<file path="config.mk">
export PLATFORM = sky130hd
export DESIGN_NAME = pkt_prio_sched
export DESIGN_NICKNAME = d
export VERILOG_FILES = /design/src/rtl/pkt_h.sv /design/src/rtl/prio_class_fifo.sv /design/src/rtl/pkt_prio_sched.sv
export SDC_FILE = /design/constraint.sdc
export NUM_CORES = 1
export LEC_CHECK = 0
export BUFFER_PORTS_ARGS = -buffer_cell sky130_fd_sc_hd__buf_2
export CORE_MARGIN = 8
export CORE_UTILIZATION = 35
export CTS_BUF_LIST = sky130_fd_sc_hd__clkbuf_4
export DETAILED_ROUTE_END_ITERATION = 7
export GPL_ROUTABILITY_DRIVEN = 0
export PLACE_DENSITY = 0.49
export SYNTH_ARGS = -nofsm -noshare
export SYNTH_HDL_FRONTEND = slang
export SYNTH_SLANG_ARGS = --single-unit
</file>
<file path="constraint.sdc">
create_clock -name clk -period 6.8 [get_ports clk]
set_input_delay 0.68 -clock clk [delete_from_list [all_inputs] [get_ports clk]]
set_output_delay 0.68 -clock clk [all_outputs]
set_load 0.005 [all_outputs]
</file>
<file path="src/rtl/pkt_h.sv">
// Shared packet types and helpers for the priority scheduler.
// Used by pkt_prio_sched (optional stats build: PRIO_SCHED_STATS_EN).
package pkt_h;

  localparam int PRIO_W = 6;
  localparam int DWIDTH = 32;

  typedef struct packed {
    logic [DWIDTH-1:0] data;
    logic [5:0]        prior;
  } prioEntry;

  // Top cls_w bits of the priority select the class.
  function automatic logic [2:0] prio2class(
    input logic [5:0]  prior,
    input int unsigned cls_w
  );
    return 3'(prior >> (6 - cls_w));
  endfunction

endpackage

</file>
<file path="src/rtl/prio_class_fifo.sv">
// Circular FIFO holding one priority class of the scheduler.
// Writes when full and reads when empty are ignored.
module prio_class_fifo #(
  parameter int W     = 38,
  parameter int DEPTH = 8
) (
  input  logic         clk,
  input  logic         rst,
  input  logic         wr_en,
  input  logic         rd_en,
  input  logic [W-1:0] din,
  output logic [W-1:0] dout,
  output logic         full,
  output logic         empty
);

  localparam int AW = $clog2(DEPTH);

  logic [W-1:0]  mem [DEPTH];
  logic [AW-1:0] rptr;
  logic [AW-1:0] wptr;
  logic [AW:0]   count;
  logic          do_wr;
  logic          do_rd;

  assign do_wr = wr_en && !full;
  assign do_rd = rd_en && !empty;

  // Storage is left unreset on purpose.
  always_ff @(posedge clk) begin
    if (do_wr) mem[wptr] <= din;
  end

  always_ff @(posedge clk or posedge rst) begin
    if (rst) begin
      rptr  <= '0;
      wptr  <= '0;
      count <= '0;
    end else begin
      if (do_wr) wptr <= wptr + 1'b1;
      if (do_rd) rptr <= rptr + 1'b1;
      if (do_wr && !do_rd)
        count <= count + 1'b1;
      else if (do_rd && !do_wr)
        count <= count - 1'b1;
    end
  end

  assign dout  = mem[rptr];
  assign full  = (count == (AW+1)'(DEPTH));
  assign empty = (count == '0);

endmodule

</file>
<file path="src/rtl/pkt_prio_sched.sv">
// Strict-priority egress scheduler with one FIFO per class.
// Define PRIO_SCHED_STATS_EN to build saturating per-class drop counters.
module pkt_prio_sched #(
  parameter int DWIDTH      = 32,
  parameter int PRIO_W      = 6,
  parameter int NUM_CLASS   = 4,
  parameter int CLASS_DEPTH = 8,
  parameter int CNT_W       = 16
) (
  input  logic                           clk,
  input  logic                           rst,
  input  logic                           in_en,
  output logic                           in_valid,
  input  logic [DWIDTH-1:0]              in_data,
  input  logic [PRIO_W-1:0]              in_prior,
  output logic                           in_drop,
  input  logic                           out_deque_en,
  output logic                           out_valid,
  output logic [DWIDTH-1:0]              out_data,
  output logic [PRIO_W-1:0]              out_prior,
  output logic [$clog2(NUM_CLASS)-1:0]   out_class,
  output logic [NUM_CLASS-1:0]           class_empty,
  output logic [NUM_CLASS*CNT_W-1:0]     stat_drop_cnt
);

  import pkt_h::*;

  localparam int CW = $clog2(NUM_CLASS);
  localparam int EW = DWIDTH + PRIO_W;

  logic [CW-1:0]        cls;
  logic [CW-1:0]        sel;
  logic [NUM_CLASS-1:0] wr_en;
  logic [NUM_CLASS-1:0] rd_en;
  logic [NUM_CLASS-1:0] full;
  logic [NUM_CLASS-1:0] empty;
  logic [EW-1:0]        dout [NUM_CLASS];

  assign cls      = CW'(prio2class(6'(in_prior), CW));
  assign in_valid = !full[cls];
  assign in_drop  = in_en && !in_valid;

  // Highest non-empty class wins.
  always_comb begin
    sel = '0;
    for (int c = 0; c < NUM_CLASS; c++)
      if (!empty[c]) sel = CW'(c);
  end

  assign out_valid = ~&empty;

  always_comb begin
    wr_en = '0;
    rd_en = '0;
    for (int c = 0; c < NUM_CLASS; c++) begin
      wr_en[c] = in_en && in_valid && (cls == CW'(c));
      rd_en[c] = out_deque_en && out_valid && (sel == CW'(c));
    end
  end

  for (genvar g = 0; g < NUM_CLASS; g++) begin : g_cls
    prio_class_fifo #(
      .W     (EW),
      .DEPTH (CLASS_DEPTH)
    ) u_fifo (
      .clk   (clk),
      .rst   (rst),
      .wr_en (wr_en[g]),
      .rd_en (rd_en[g]),
      .din   ({in_data, in_prior}),
      .dout  (dout[g]),
      .full  (full[g]),
      .empty (empty[g])
    );
  end

  assign {out_data, out_prior} = out_valid ? dout[sel] : '0;
  assign out_class   = sel;
  assign class_empty = empty;

`ifdef PRIO_SCHED_STATS_EN
  for (genvar g = 0; g < NUM_CLASS; g++) begin : g_stat
    logic [CNT_W-1:0] cnt;
    always_ff @(posedge clk or posedge rst) begin
      if (rst)
        cnt <= '0;
      else if (in_drop && cls == CW'(g) && cnt != '1)
        cnt <= cnt + 1'b1;
    end
    assign stat_drop_cnt[g*CNT_W +: CNT_W] = cnt;
  end
`else
  assign stat_drop_cnt = '0;
`endif

endmodule

</file>
# Word-level counts from Yosys, hierarchy flattened
# Memories as Yosys holds them, arrays and structs flattened.
# Cells that the tools add are included.
[word_totals] regBits=40 ramBits=1216 input_bits=42 output_inout_bits=111 wordCells=126 memories=4
[memory_table] memory="g_cls[0].u_fifo.mem" words=8 width=38 rd=1 rd_clocked_by_memory_dff=0 write_ports=1 line_no="prio_class_fifo.sv:19" text="logic [W-1:0] mem [DEPTH];"
[memory_table] memory="g_cls[1].u_fifo.mem" words=8 width=38 rd=1 rd_clocked_by_memory_dff=0 write_ports=1 line_no="prio_class_fifo.sv:19"
[memory_table] memory="g_cls[2].u_fifo.mem" words=8 width=38 rd=1 rd_clocked_by_memory_dff=0 write_ports=1 line_no="prio_class_fifo.sv:19"
[memory_table] memory="g_cls[3].u_fifo.mem" words=8 width=38 rd=1 rd_clocked_by_memory_dff=0 write_ports=1 line_no="prio_class_fifo.sv:19"
[classes] add_sub_neg=16 order_cmp=2 eq_ne=10 n_mux=25 n_bitwise=1 reduce_logical=56
[ops] operator="two-way mux 38 bit" n=3
[ops] operator="binary-select mux 38 bit (select 2 bit)" n=1
[ops] operator="two-way mux 4 bit" n=8
[ops] operator="logical AND 1 bit" n=27
[ops] operator="adder 3 x 1 -> 3 bit (second input constant)" n=8
[ops] operator="logical NOT 1 bit" n=18
[ops] operator="adder 4 x 1 -> 4 bit (second input constant)" n=4
[ops] operator="equality test 4 bit (second input constant)" n=4
[ops] operator="logical NOT 4 bit" n=4
[ops] operator="subtractor 4 x 1 -> 4 bit (second input constant)" n=4
[ops] operator="two-way mux 1 bit" n=10
[ops] operator="equality test 2 bit (second input constant)" n=4
[ops] operator="nonzero test 2 bit" n=4
[ops] operator="equality test 2 x 1 -> 1 bit (second input constant)" n=2
[ops] operator="logical NOT 2 bit" n=2
[ops] operator="two-way mux 2 bit" n=2
[ops] operator="AND reduction 4 bit" n=1
[ops] operator=">= comparator 3 bit (second input constant)" n=1
[ops] operator="< comparator 2 x 3 -> 1 bit (second input constant)" n=1
[ops] operator="NOT 2 -> 3 bit" n=1
[ops] operator="binary-select mux 1 bit (select 2 bit)" n=1

# Depth between registers and ports, before layout
# Gate-level depths: netlist of run 1.
[depth] word_depth=11 ltp_mapped=14 depth_no_buf=13

# Cells and area by module
# From an unflattened synthesis of run 1, not the netlist that was laid out.
[unflattened] hier_cells=2318 hier_area_um2=51101.5
[modules_own_cells] mod="prio_class_fifo" n_inst=4 cells_each=503 area_each_um2=12230.5 seq_area_each_um2=9379.0
[modules_own_cells] mod="pkt_prio_sched" n_inst=1 cells_each=306 area_each_um2=2179.6 seq_area_each_um2=0.0

# Worst setup path after synthesis of run 1
# Ideal clock, no wire load.
[synth_timing] path_type="input -> register" start="in in_prior[5]" end="mem g_cls[3].u_fifo.mem[4][0] (enable)" setup_time_ns=0.542 t_arrival_ns=5.019 required_ns=6.258 setup_slack_ns=1.239 path_stages=4 path_buffers=0 path_cell_list="nand2_1 > a21oi_1 > nand2_1 > nor4b_1"
[synth_between] elab_chain_cells=8 elab_cells_between_ends=9 classes_between="eq/ne (1); mux (4); reduce/logical (4)"
[synth_lines] element="start, declared" line_no="pkt_prio_sched.sv:15" text="input logic [PRIO_W-1:0] in_prior,"
[synth_lines] element="binary-select mux 1 bit (select 2 bit)" line_no="pkt_prio_sched.sv:40" text="assign in_valid = !full[cls];"
[synth_lines] element="two-way mux 1 bit (implied by the code)" line_no="pkt_prio_sched.sv:40"
[synth_lines] element="logical NOT 1 bit" line_no="pkt_prio_sched.sv:40"
[synth_lines] element="logical AND 1 bit" line_no="pkt_prio_sched.sv:56" text="wr_en[c] = in_en && in_valid && (cls == CW'(c));"
[synth_lines] element="logical AND 1 bit (*)" line_no="pkt_prio_sched.sv:56"
[synth_lines] element="logical AND 1 bit (*)" line_no="prio_class_fifo.sv:26" text="assign do_wr = wr_en && !full;"
[synth_lines] element="two-way mux 1 bit (*)" line_no="prio_class_fifo.sv:31" text="if (do_wr) mem[wptr] <= din;"
[synth_lines] element="two-way mux 1 bit (implied by the code) (*)" line_no="prio_class_fifo.sv:31"
[synth_lines] element="end, declared" line_no="prio_class_fifo.sv:19"
# Every way passes the cells marked *; elsewhere a longest branch is shown, timed or not. The select of a mux whose other input is x is not followed.

# Worst setup path in the final report of run 1
[layout_timing] start="reg g_cls[2].u_fifo.count[1]" end="out out_data[31]"
[layout_between] elab_chain_cells=8 elab_cells_between_ends=9 classes_between="mux (6); bitwise (1); reduce/logical (2)"
[layout_lines] element="start, declared" line_no="prio_class_fifo.sv:22" text="logic [AW:0] count;"
[layout_lines] element="start signal, assigned" line_no="prio_class_fifo.sv:43" text="count <= count + 1'b1;"
[layout_lines] element="start signal, assigned" line_no="prio_class_fifo.sv:45" text="count <= count - 1'b1;"
[layout_lines] element="logical NOT 4 bit (*)" line_no="prio_class_fifo.sv:51" text="assign empty = (count == '0);"
[layout_lines] element="two-way mux 2 bit (2 in a row)" line_no="pkt_prio_sched.sv:47" text="if (!empty[c]) sel = CW'(c);"
[layout_lines] element="NOT 2 -> 3 bit (implied by the code)" line_no="pkt_prio_sched.sv:77" text="assign {out_data, out_prior} = out_valid ? dout[sel] : '0;"
[layout_lines] element="binary-select mux 38 bit (select 2 bit)" line_no="pkt_prio_sched.sv:77"
[layout_lines] element="two-way mux 38 bit (implied by the code) (2 in a row)" line_no="pkt_prio_sched.sv:77"
[layout_lines] element="two-way mux 38 bit (*)" line_no="pkt_prio_sched.sv:77"
[layout_lines] element="end, declared" line_no="pkt_prio_sched.sv:19" text="output logic [DWIDTH-1:0] out_data,"
# Marks and branches as above.

==> results by group, run 1 <==
Clock network
  • Post-CTS Hold Fix Bufs: 40
  • Clock transition at path regs: 0.06 ns
  • Clk_lat worst skew: 1.23 ns
  • Htree depth: 5
  • Setup bufs post-CTS: 0
  • Post-CTS sizing: 0
  • CTS tree: done
  • Clk root buf: clkbuf_4
  • Clock sinks: 1,256
  • CTS Buf Count: 345
  • CTS max path bufs: 4

Final layout
  • Fill cells: 12,520
  • Post-Layout Inst Area: 0.0565 mm2
  • Footprint of the multi-input gates: 0.0112 mm2
  • Layout cells sized above 1: 38.4%
  • Area growth syn-to-layout: 14.4%
  • Layout net count: 2,736
  • Final core utilization: 40.4%
  • Storage element area: 0.0376 mm2

Global routing
  • Vias in the first global route: 26,527
  • Total Routing Usage GR: 17.3%
  • GRT overflow: 0
  • Initial antenna violation count: 19
  • First-pass GRT wire length: 189 mm
  • Largest net degree at the start of global routing: 52

Critical path
  • CP arrival: 4.85 ns
  • Reg-to-reg setup timing slack: 2.88 ns
  • Crit Path Category: reg -> out
  • Critical Path Source Type: flip-flop
  • Crit path capture type: primary output
  • Max Fanout on Critical Path: 18
  • Req. time, crit path: 6.12 ns

Die
  • Core region area: 0.140 mm2
  • FP Rows: 137
  • Total die area: 0.153 mm2
  • I/O pin count: 153
  • Die X: 392 um
  • Die Y: 392 um
  • Initial core utilization: 35.3%

Min path
  • Hold WC Path Type: in -> reg

Pwr
  • Clock power share: 31.4%
  • Fraction of power consumed by sequential logic: 46.9%
  • Final Power: 0.0203 W
  • Cell Pwr Density: 359 mW/mm2
  • Logic pwr share: 21.7%
  • Leak: 17.9 nW
  • VDD IR max: 0.233 mV
  • Sw power: 0.00599 W
  • Switching Fraction: 29.5%
  • P_int: 0.0143 W

STA
  • Final hold violation count: 0
  • Final WS setup: 1.27 ns
  • Peak Freq: 181 MHz
  • Final Cycle Share: 81.4%
  • Clock skew: 0.0899 ns
  • Setup TNS Final: 0 ns
  • Worst relative slew slack: 13.9%
  • Unrepaired setup endpoints after global routing: no
  • Least-Margin Pin Slew: 1.26 ns
  • Max-slew violations: 0
  • Setup violators final: 0
  • Fin crit period: 5.53 ns

Routing
  • Post-Route WL: 134 mm
  • Starting DRT DRC Count: 2,258
  • Detail Route Antenna Nets: 0
  • DRT Pass-1 Iters: 5
  • Vias post-DR: 24,827
  • Drt via density: 5.21
  • Post-DR wirelength/cell: 28.1 um
  • Drc violations: 0

Job
  • Max cap viols: 0

Yosys
  • Synth area leaders: edfxtp_1 (74%), mux4_2 (14%), dfrtp_1 (2.0%)
  • Mapped Avg Cell Area: 21.8 um2
  • Syn Std Cell Area: 0.0493 mm2
  • Cell count after synthesis: 2,263
  • Post-synth ARST share: 3.18%
  • Count leader, synth: edfxtp_1
  • Netlist cell types: 48
  • Top FF cell, synth: edfxtp_1
  • Yosys warnings: 0
  • Seq/Total Area, Yosys: 76.0%
  • Seq cells post-synth: 1,256
  • List of most frequent post-synthesis cells: edfxtp_1 (1,216), mux4_2 (304), buf_4 (74), nor2b_1 (62), clkbuf_1 (55)
  • Area leader, netlist: edfxtp_1
  • Number of synthesized flops with an enable pin: 1,216
  • Post-synth top area share: 74.0%

Run status
  • Outcome: finished, final reports clean

Placement
  • Port Buf Inserts: 88
  • Post-Place Setup Slack: 2.51 ns
  • Post-detail-place hpwl: 73.7 mm
  • Post-placement cell area: 0.0520 mm2
[path summary, 6_finish.rpt]
| check | to | from | cells past startpoint |
|---|---|---|---|
| worst max-delay path | out_data[31] | g_cls[2].u_fifo.count[1]$_DFFE_PP0P_ | 8 |
| worst min-delay path | g_cls[3].u_fifo.mem[0][4]$_DFFE_PP_ | in_prior[4] | 1 |
| worst max register to register | g_cls[0].u_fifo.count[3]$_DFFE_PP0P_ | g_cls[3].u_fifo.count[0]$_DFFE_PP0P_ | 12 |
| worst min register to register | g_cls[0].u_fifo.count[3]$_DFFE_PP0P_ | g_cls[0].u_fifo.count[3]$_DFFE_PP0P_ | 1 |
| max in group asynchronous | g_cls[0].u_fifo.rptr[0]$_DFFE_PP0P_ | rst | 3 |
| min in group asynchronous | g_cls[3].u_fifo.count[2]$_DFFE_PP0P_ | rst | 3 |
[flip-flops by register name, summed over array words and instances (netlist names)]
register            cells
g_cls.u_fifo.mem     1216
g_cls.u_fifo.rptr      12
g_cls.u_fifo.count     16
g_cls.u_fifo.wptr      12
[metal layers]
metal  vias up  GRT usage, %  share of wire (%)
met2       840          27.9                 48
met3       243          3.74                5.8
met5         -             0             0.0097
met4         2          5.55                2.2
met1     13403          23.5                 44
li1      10339             -                  -
[layout make-up]
type | count | area share [%]
timing repair buffer | 187 | 2.34
inverter | 13 | 0.0908
tap | 1876 | 4.16
sequential | 1256 | 66.5
clock buffer | 494 | 6.57
clock inverter | 61 | 0.567
multi-input combinational | 867 | 19.8
antenna | 8 | 0.0354
[critical path: stages (launching register included)]
cell and delay (ns):
dfrtp_1 0.44, or4_4 0.61, inv_1 0.17, nor2_2 0.13
nand2_2 0.36, buf_4 0.44, o22ai_1 0.15, a2111oi_0 1.05
buf_2 0.30
[metrics by stage]
step,instances,hold WS [ns]
detailed placement,4159,0.474
floorplan,2326,0.455
finish,4762,0.183
global route,4761,0.0491
global placement,4159,0.479
CTS,4754,0.0150
[cells by family after synthesis]
family	after synthesis	synth area share [%]
DFF	1256	76.0
muxes	360	15.1
buffers and inverters	203	2.30
AOI/OAI and AO/OA	194	3.17
and+or+nand+nor	194	2.16
xor gates and xnor gates	31	0.550
adders and majority gates	24	0.669
other	1	0.00760
[power by group through the flow]
| stage | Combinational [W] | Sequential, W | Clock (W) |
|---|---|---|---|
| floorplan | 0.00310 | 0.00921 | 0 |
| global placement | 0.00440 | 0.00966 | 0 |
| detailed placement | 0.00446 | 0.00970 | 0 |
| CTS | 0.00450 | 0.00954 | 0.00659 |
| global route | 0.00472 | 0.00959 | 0.00695 |
| finish | 0.00440 | 0.00951 | 0.00637 |
[placed cells by master, fill, tap and decap left out, types with 8 or more instances in the layout]
cell type,instances
nor2_4,20
clkbuf_4,494
nor3_2,9
mux4_2,304
a2111oi_2,30
conb_1,64
nor2b_1,62
o21ai_0,44
mux2i_1,14
ha_1,20
inv_1,9
dfrtp_4,10
edfxtp_1,1216
dlygate4sd3_1,40
mux2_2,41
dfrtp_1,29
a211oi_2,14
nand3_1,10
nand2b_1,19
xnor2_1,25
diode_2,8
buf_4,56
a211oi_1,49
nand2_1,37
o22ai_1,38
a21oi_1,13
clkinv_1,47
buf_2,88
Note: power is estimated with default switching activity, not from simulation.
==> inputs of run 2 (changes only) <==
==> constraint.sdc (replaced) <==
create_clock -name clk -period 5.5 [get_ports clk]
set_input_delay 0.55 -clock clk [delete_from_list [all_inputs] [get_ports clk]]
set_output_delay 0.55 -clock clk [all_outputs]
set_load 0.005 [all_outputs]
==> run 2 against run 1 <==
Against the previous run:
- sequential power increased by 24%
- worst setup slack got worse by 0.93 ns
- hold slack got worse by 0.034 ns
- core utilization increased by 0.20 points
- clock power increased by 26%
- first-iteration DRC count increased by 0.18%
- register-to-register slack got worse by 0.92 ns
- cell count increased by 0.42%
- combinational power increased by 26%
- critical path depth decreased by 2
- design area increased by 0.50%
- routed wire length increased by 1.8%
- critical endpoint is now out_data[26]
- largest power group unchanged
==> results by group, run 2 (same netlist as run 1, synthesis figures left out) <==
Final layout
  • Area growth syn-to-layout: 15.0%
  • Storage element area: 0.0376 mm2 (unchanged)
  • Fill cells: 12,588 (+0.54%)
  • Largest Register: g_cls.u_fifo.mem
  • Layout net count: 2,739 (+0.11%)
  • Biggest registers after layout: g_cls.u_fifo.mem: 1216 flops, g_cls.u_fifo.count: 16 flops
  • Most common cell after layout, fill and taps aside: edfxtp_1
  • Footprint of the multi-input gates: 0.0112 mm2 (about the same)
  • Max reg flops: 1,216 (unchanged)
  • Most frequent cells in the layout: edfxtp_1 (1,216), clkbuf_4 (502), mux4_2 (304), buf_2 (88), conb_1 (64)
  • Layout cells sized above 1: 38.6% (+0.23 points)

Clock network
  • Clock sinks: 1,256 (unchanged)
  • Clock transition at path regs: 0.07 ns (about the same)
  • Htree depth: 5 (unchanged)
  • Clk_lat worst skew: 1.20 ns (-0.03 ns)
  • CTS tree: done
  • Setup bufs post-CTS: 0 (unchanged)
  • CTS max path bufs: 4 (unchanged)
  • Clk root buf: clkbuf_4
  • CTS Buf Count: 341 (-1.2%)

Pwr
  • Cell Pwr Density: 446 mW/mm2 (+24%)
  • Leak: 18.0 nW (+0.72%)
  • VDD IR max: 0.231 mV (-0.78%)
  • Final Power: 0.0253 W (+25%)

Critical path
  • Req. time, crit path: 4.95 ns (-1.17 ns)
  • Crit Path Category: reg -> out
  • CP arrival: 4.61 ns (-0.24 ns)
  • Reg-to-reg setup timing slack: 1.96 ns (-0.92 ns)
  • Cell count of the worst reg-to-reg path: 12 (unchanged)
  • Critical path, cell by cell: nor4_4 -> or3_2 -> buf_4 -> o22ai_1 -> a2111oi_2 -> buf_2
  • Logic depth of the worst setup path including buffers: 6 (-2)
  • Crit path buf inv count: 2 (-1)
  • Crit path capture type: primary output
  • Critical path's largest stage delay: 0.83 ns (-0.22 ns)
  • Worst Setup SP: g_cls[1].u_fifo.count[0]$_DFFE_PP0P_
  • R2R Path Start: g_cls[3].u_fifo.count[0]$_DFFE_PP0P_
  • Critical Path Source Type: flip-flop
  • Max Fanout on Critical Path: 21 (+3)
  • CP max-delay cell: or3_2
  • CP top delay family: simple AND/OR/NAND/NOR gates

STA
  • Peak Freq: 194 MHz
  • Max-slew violations: 0 (unchanged)
  • Clock skew: 0.0580 ns (-0.0318 ns)
  • Final Cycle Share: 93.8%
  • Worst relative slew slack: 16.9% (+3.0 points)
  • Setup TNS Final: 0 ns (unchanged)
  • Setup violators final: 0 (unchanged)
  • Unrepaired setup endpoints after global routing: no
  • Least-Margin Pin Slew: 1.24 ns (-0.0160 ns)
  • Final hold violation count: 0 (unchanged)
  • Fin crit period: 5.16 ns

Global routing
  • Vias in the first global route: 26,804 (+1.0%)
  • First-pass GRT wire length: 193 mm (+2.3%)
  • Total Routing Usage GR: 17.7% (+0.39 points)
  • Initial antenna violation count: 15 (-4)
  • GRT overflow: 0 (unchanged)
  • Largest net degree at the start of global routing: 55 (+5.8%)

Routing
  • Drc violations: 0 (unchanged)
  • DRT Pass-1 Iters: 5 (unchanged)
  • Drt via density: 5.22 (+0.12%)
  • Starting DRT DRC Count: 2,262 (+0.18%)
  • Post-DR wirelength/cell: 28.5 um (+1.3%)
  • Post-Route WL: 136 mm (+1.8%)
  • Vias post-DR: 24,960 (+0.54%)
  • Detail Route Antenna Nets: 0 (unchanged)

Die
  • Initial core utilization: 35.3% (unchanged)
  • I/O pin count: 153 (unchanged)
  • Die Y: 392 um (unchanged)
  • Core region area: 0.140 mm2 (unchanged)
  • Die X: 392 um (unchanged)
  • Total die area: 0.153 mm2 (unchanged)
  • FP Rows: 137 (unchanged)

Placement
  • Port Buf Inserts: 88 (unchanged)
  • Post-detail-place hpwl: 78.5 mm (+6.5%)

Job
  • Max cap viols: 0 (unchanged)

Run status
  • Outcome: finished, final reports clean

Min path
  • Hold WC Path Type: in -> async
run 2: cell count changes in the layout (fill, tap and decap cells not counted):
cell	delta
dlygate4sd3_1	+1
buf_4	-4
diode_2	+1
buf_12	+10
inv_2	+3
clkinv_2	-3
clkbuf_4	+8
clkinvlp_4	-1
clkinv_1	+4
bufinv_16	+1
nor3_2	-1
nor3_4	+1
run 2: path summary, 6_finish.rpt:
kind	end
worst min-delay path	g_cls[2].u_fifo.wptr[1]$_DFFE_PP0P_
max in group asynchronous	g_cls[1].u_fifo.rptr[1]$_DFFE_PP0P_
worst max register to register	g_cls[0].u_fifo.count[3]$_DFFE_PP0P_
worst min register to register	g_cls[0].u_fifo.count[3]$_DFFE_PP0P_
worst max-delay path	out_data[26]
min in group clk	g_cls[2].u_fifo.wptr[1]$_DFFE_PP0P_
run 2: power breakdown:
part	internal (W)	total, W	switching, W
combinational	0.00249	0.00554	0.00305
clock	0.00432	0.00803	0.00371
sequential	0.0110	0.0118	0.000773
run 2: timing repair:
item,CTS,global route
resized for setup,0,0
hold buffers,41,0
endpoints found under the hold margin,1279,0
run 2: area by class of cell:
cell class                      instances  area share [%]
Clock inverter                         65           0.624
Timing Repair Buffer                  194            2.65
Multi-Input combinational cell        867            19.7
Sequential cell                      1256            66.2
Tap cell                             1876            4.14
Antenna cell                            9          0.0397
Clock buffer                          502            6.64
Inverter                               13          0.0904
run 2: worst register-to-register path: stages (launching register included):
cell and delay [ns]:
dfrtp_1 0.44, or4_4 0.65, inv_4 0.35, and3_1 0.49, nand3_2 0.19, ha_1 0.26
inv_1 0.11, ha_1 0.24, a21o_1 0.17, a21oi_1 0.16, xnor2_1 0.13, nor2_1 0.06
xor2_1 0.14
run 2: stage by stage:
stage	utilization (%)	std cells	worst slack [ns]	hold WS, ns	area (um2)
floorplan	-	2326	0.0694	0.455	49600
global placement	37.4	4165	1.59	0.475	52200
detailed placement	37.4	4165	1.48	0.478	52200
CTS	40.6	4773	0.225	0.0212	56700
global route	40.6	4780	0.150	0.0967	56800
finish	40.6	4782	0.341	0.148	56800
run 2: routing by layer:
layer  up-vias  global-route usage [%]  part of all wire [%]
li1      10360                       -                     -
met1     13455                    24.1                    44
met2       911                    29.0                    49
met3       234                    3.37                   5.5
met4         0                    5.15                   2.2
met5         -                       0                     0
==> inputs of run 3 (changes only) <==
--- a/config.mk
+++ b/config.mk
@@ -6,7 +6,7 @@
 export NUM_CORES = 1
 export LEC_CHECK = 0
 export BUFFER_PORTS_ARGS = -buffer_cell sky130_fd_sc_hd__buf_2
-export CORE_MARGIN = 8
+export CORE_MARGIN = 5
 export CORE_UTILIZATION = 35
 export CTS_BUF_LIST = sky130_fd_sc_hd__clkbuf_4
 export DETAILED_ROUTE_END_ITERATION = 7
==> constraint.sdc (replaced) <==
create_clock -name clk -period 5.5 [get_ports clk]
set_input_delay 0 -clock clk [delete_from_list [all_inputs] [get_ports clk]]
set_output_delay 0 -clock clk [all_outputs]
set_load 0.005 [all_outputs]
==> run 3 against run 2 <==
Against the previous run:
- highest routed layer unchanged
- register-to-register slack lost 0.16 ns
- via count grew 0.92%
- design area grew 0.65%
- sequential share of layout area shrank 0.42 points
- power shrank 0.60%
- clock skew grew 0.052 ns
- largest power group unchanged
==> results by group, run 3 (same netlist as run 1, synthesis figures left out) <==
STA
  • Setup violators final: 0 (unchanged)
  • Max-slew violations: 0 (unchanged)
  • Clock skew: 0.110 ns (+0.0516 ns)
  • Final hold violation count: 0 (unchanged)
  • Unrepaired setup endpoints after global routing: no
  • Final Cycle Share: 89.1% (-4.7 points)
  • Peak Freq: 204 MHz (+5.3%)
  • Least-Margin Pin Slew: 1.28 ns (+0.0322 ns)
  • Fin crit period: 4.90 ns (-0.257 ns)
  • Fin Hold WS: 0.311 ns (+0.163 ns)
  • Worst relative slew slack: 14.8% (-2.1 points)
  • Final WS setup: 0.598 ns (+0.257 ns)
  • Setup TNS Final: 0 ns (unchanged)

Die
  • I/O pin count: 153 (unchanged)
  • Core region area: 0.140 mm2 (+0.12%)
  • Initial core utilization: 35.3% (-0.043 points)
  • Die Y: 386 um (-1.5%)
  • FP Rows: 137 (unchanged)
  • Die X: 386 um (-1.5%)
  • Total die area: 0.149 mm2 (-3.0%)

Clock network
  • Htree depth: 5 (unchanged)
  • CTS max path bufs: 4 (unchanged)
  • CTS tree: done
  • Clock transition at path regs: 0.06 ns (about the same)
  • CTS Buf Count: 340 (-0.29%)
  • Clk root buf: clkbuf_4
  • Clock sinks: 1,256 (unchanged)
  • Clk_lat worst skew: 1.23 ns (+0.03 ns)

Critical path
  • CP top delay family: simple AND/OR/NAND/NOR gates
  • Crit Path Category: reg -> out
  • CP arrival: 4.90 ns (+0.29 ns)
  • CP max-delay cell: a2111oi_2
  • Req. time, crit path: 5.50 ns (+0.55 ns)
  • Crit path capture type: primary output
  • Critical Path Source Type: flip-flop
  • Crit path buf inv count: 2 (unchanged)
  • Max Fanout on Critical Path: 31 (+48%)
  • Critical path's largest stage delay: 0.95 ns (+0.12 ns)
  • Critical path, cell by cell: or4_4 -> inv_1 -> nor2_2 -> nand2_2 -> o22ai_1 -> a2111oi_2 -> buf_2

Global routing
  • Initial antenna violation count: 12 (-3)
  • Vias in the first global route: 27,017 (+0.79%)
  • GRT overflow: 0 (unchanged)
  • First-pass GRT wire length: 193 mm (about the same)
  • Total Routing Usage GR: 18.5% (+0.81 points)
  • Largest net degree at the start of global routing: 46 (-16%)

Placement
  • Post-Place Setup Slack: 1.88 ns (+0.397 ns)
  • Post-detail-place hpwl: 74.9 mm (-4.7%)
  • Post-placement cell area: 0.0520 mm2 (-0.33%)
  • Port Buf Inserts: 88 (unchanged)
  • Placed instance count: 4,159 (-0.14%)

Min path
  • Hold WC Path Type: in -> reg

Routing
  • Starting DRT DRC Count: 2,151 (-4.9%)
  • Post-Route WL: 137 mm (+0.61%)
  • Detail Route Antenna Nets: 0 (unchanged)
  • Post-DR wirelength/cell: 28.4 um (-0.24%)
  • Drt via density: 5.22 (about the same)
  • DRT Pass-1 Iters: 6 (+1)
  • Drc violations: 0 (unchanged)
  • Vias post-DR: 25,189 (+0.92%)

Final layout
  • Layout net count: 2,787 (+1.8%)
  • Biggest registers after layout: g_cls.u_fifo.mem: 1216 flops, g_cls.u_fifo.count: 16 flops
  • Final Instance Count excl. Fillers: 4,823 (+0.86%)
  • Max reg flops: 1,216 (unchanged)
  • Largest Register: g_cls.u_fifo.mem
  • Most common cell after layout, fill and taps aside: edfxtp_1
  • Area growth syn-to-layout: 15.8%
  • Layout cells sized above 1: 37.5% (-1.1 points)
  • Most frequent cells in the layout: edfxtp_1 (1,216), clkbuf_4 (485), mux4_2 (304), dlygate4sd3_1 (88), buf_2 (88)
  • Post-Layout Inst Area: 0.0571 mm2 (+0.65%)

Pwr
  • VDD IR max: 0.259 mV (+12%)
  • Cell Pwr Density: 441 mW/mm2 (-1.2%)
  • Leak: 18.1 nW (+0.81%)

Run status
  • Outcome: finished, final reports clean

Job
  • Max cap viols: 0 (unchanged)
run 3: cell count changes in the layout (fill, tap and decap cells not counted), sizes merged:
| cell | delta |
|---|---|
| clkbuf | -17 |
| dlygate4sd3 | +47 |
| diode | -5 |
| clkinv | +14 |
| buf | +2 |
run 3: where the power goes:
part | total (W) | internal [W] | switching [W]
Sequential | 0.0117 | 0.0110 | 0.000734
Clock | 0.00788 | 0.00420 | 0.00367
Combinational | 0.00557 | 0.00249 | 0.00308
run 3: tightest hold or removal path, stage by stage:
cell and delay [ns]:
dlygate4sd3_1 0.52, dlygate4sd3_1 0.53, buf_2 0.13, buf_12 0.18
run 3: routing by layer:
| metal | GRT usage (%) | up-vias | part of all wire, % |
|---|---|---|---|
| met1 | 25.3 | 13593 | 43 |
| met3 | 4.03 | 216 | 6.0 |
| li1 | - | 10465 | - |
| met2 | 29.6 | 915 | 49 |
| met4 | 6.12 | 0 | 2.4 |
| met5 | 0 | - | 0 |
run 3: final timing paths:
path | from | endpoint | slack, ns | cells after the start
min in group asynchronous | rst | g_cls[3].u_fifo.wptr[1]$_DFFE_PP0P_ | 0.56 | 5
max in group asynchronous | rst | g_cls[3].u_fifo.rptr[0]$_DFFE_PP0P_ | 3.21 | 6
max reg2reg | g_cls[2].u_fifo.count[0]$_DFFE_PP0P_ | g_cls[2].u_fifo.mem[5][18]$_DFFE_PP_ | 1.80 | 8
min | in_data[4] | g_cls[3].u_fifo.mem[2][10]$_DFFE_PP_ | 0.31 | 4
max | g_cls[2].u_fifo.count[1]$_DFFE_PP0P_ | out_data[20] | 0.60 | 7
min reg2reg | g_cls[0].u_fifo.count[3]$_DFFE_PP0P_ | g_cls[0].u_fifo.count[3]$_DFFE_PP0P_ | 0.50 | 1
run 3: per-stage QoR:
stage	total power, W	util [%]
6_report	0.0252	40.8
3_5_place_dp	0.0175	37.2
2_1_floorplan	0.0152	-
3_3_place_gp	0.0174	37.2
5_1_grt	0.0265	40.8
4_1_cts	0.0256	40.8
run 3: cell type report:
| cell class | count | area, um2 |
|---|---|---|
| repair buffers | 243 | 1960 |
| well taps | 1876 | 2350 |
| flip-flops and latches | 1256 | 37600 |
| diodes | 4 | 10.0 |
| multi-input cells | 867 | 11200 |
| fillers | 12621 | 82700 |
| clock inverters | 79 | 408 |
| inverters | 13 | 51.3 |
| clock buffers | 485 | 3640 |
run 3: timing repair:
action	CTS	global route
setup buffers	0	0
gates resized for setup	0	0
endpoints found under the hold margin	1692	0
hold buffers	96	0
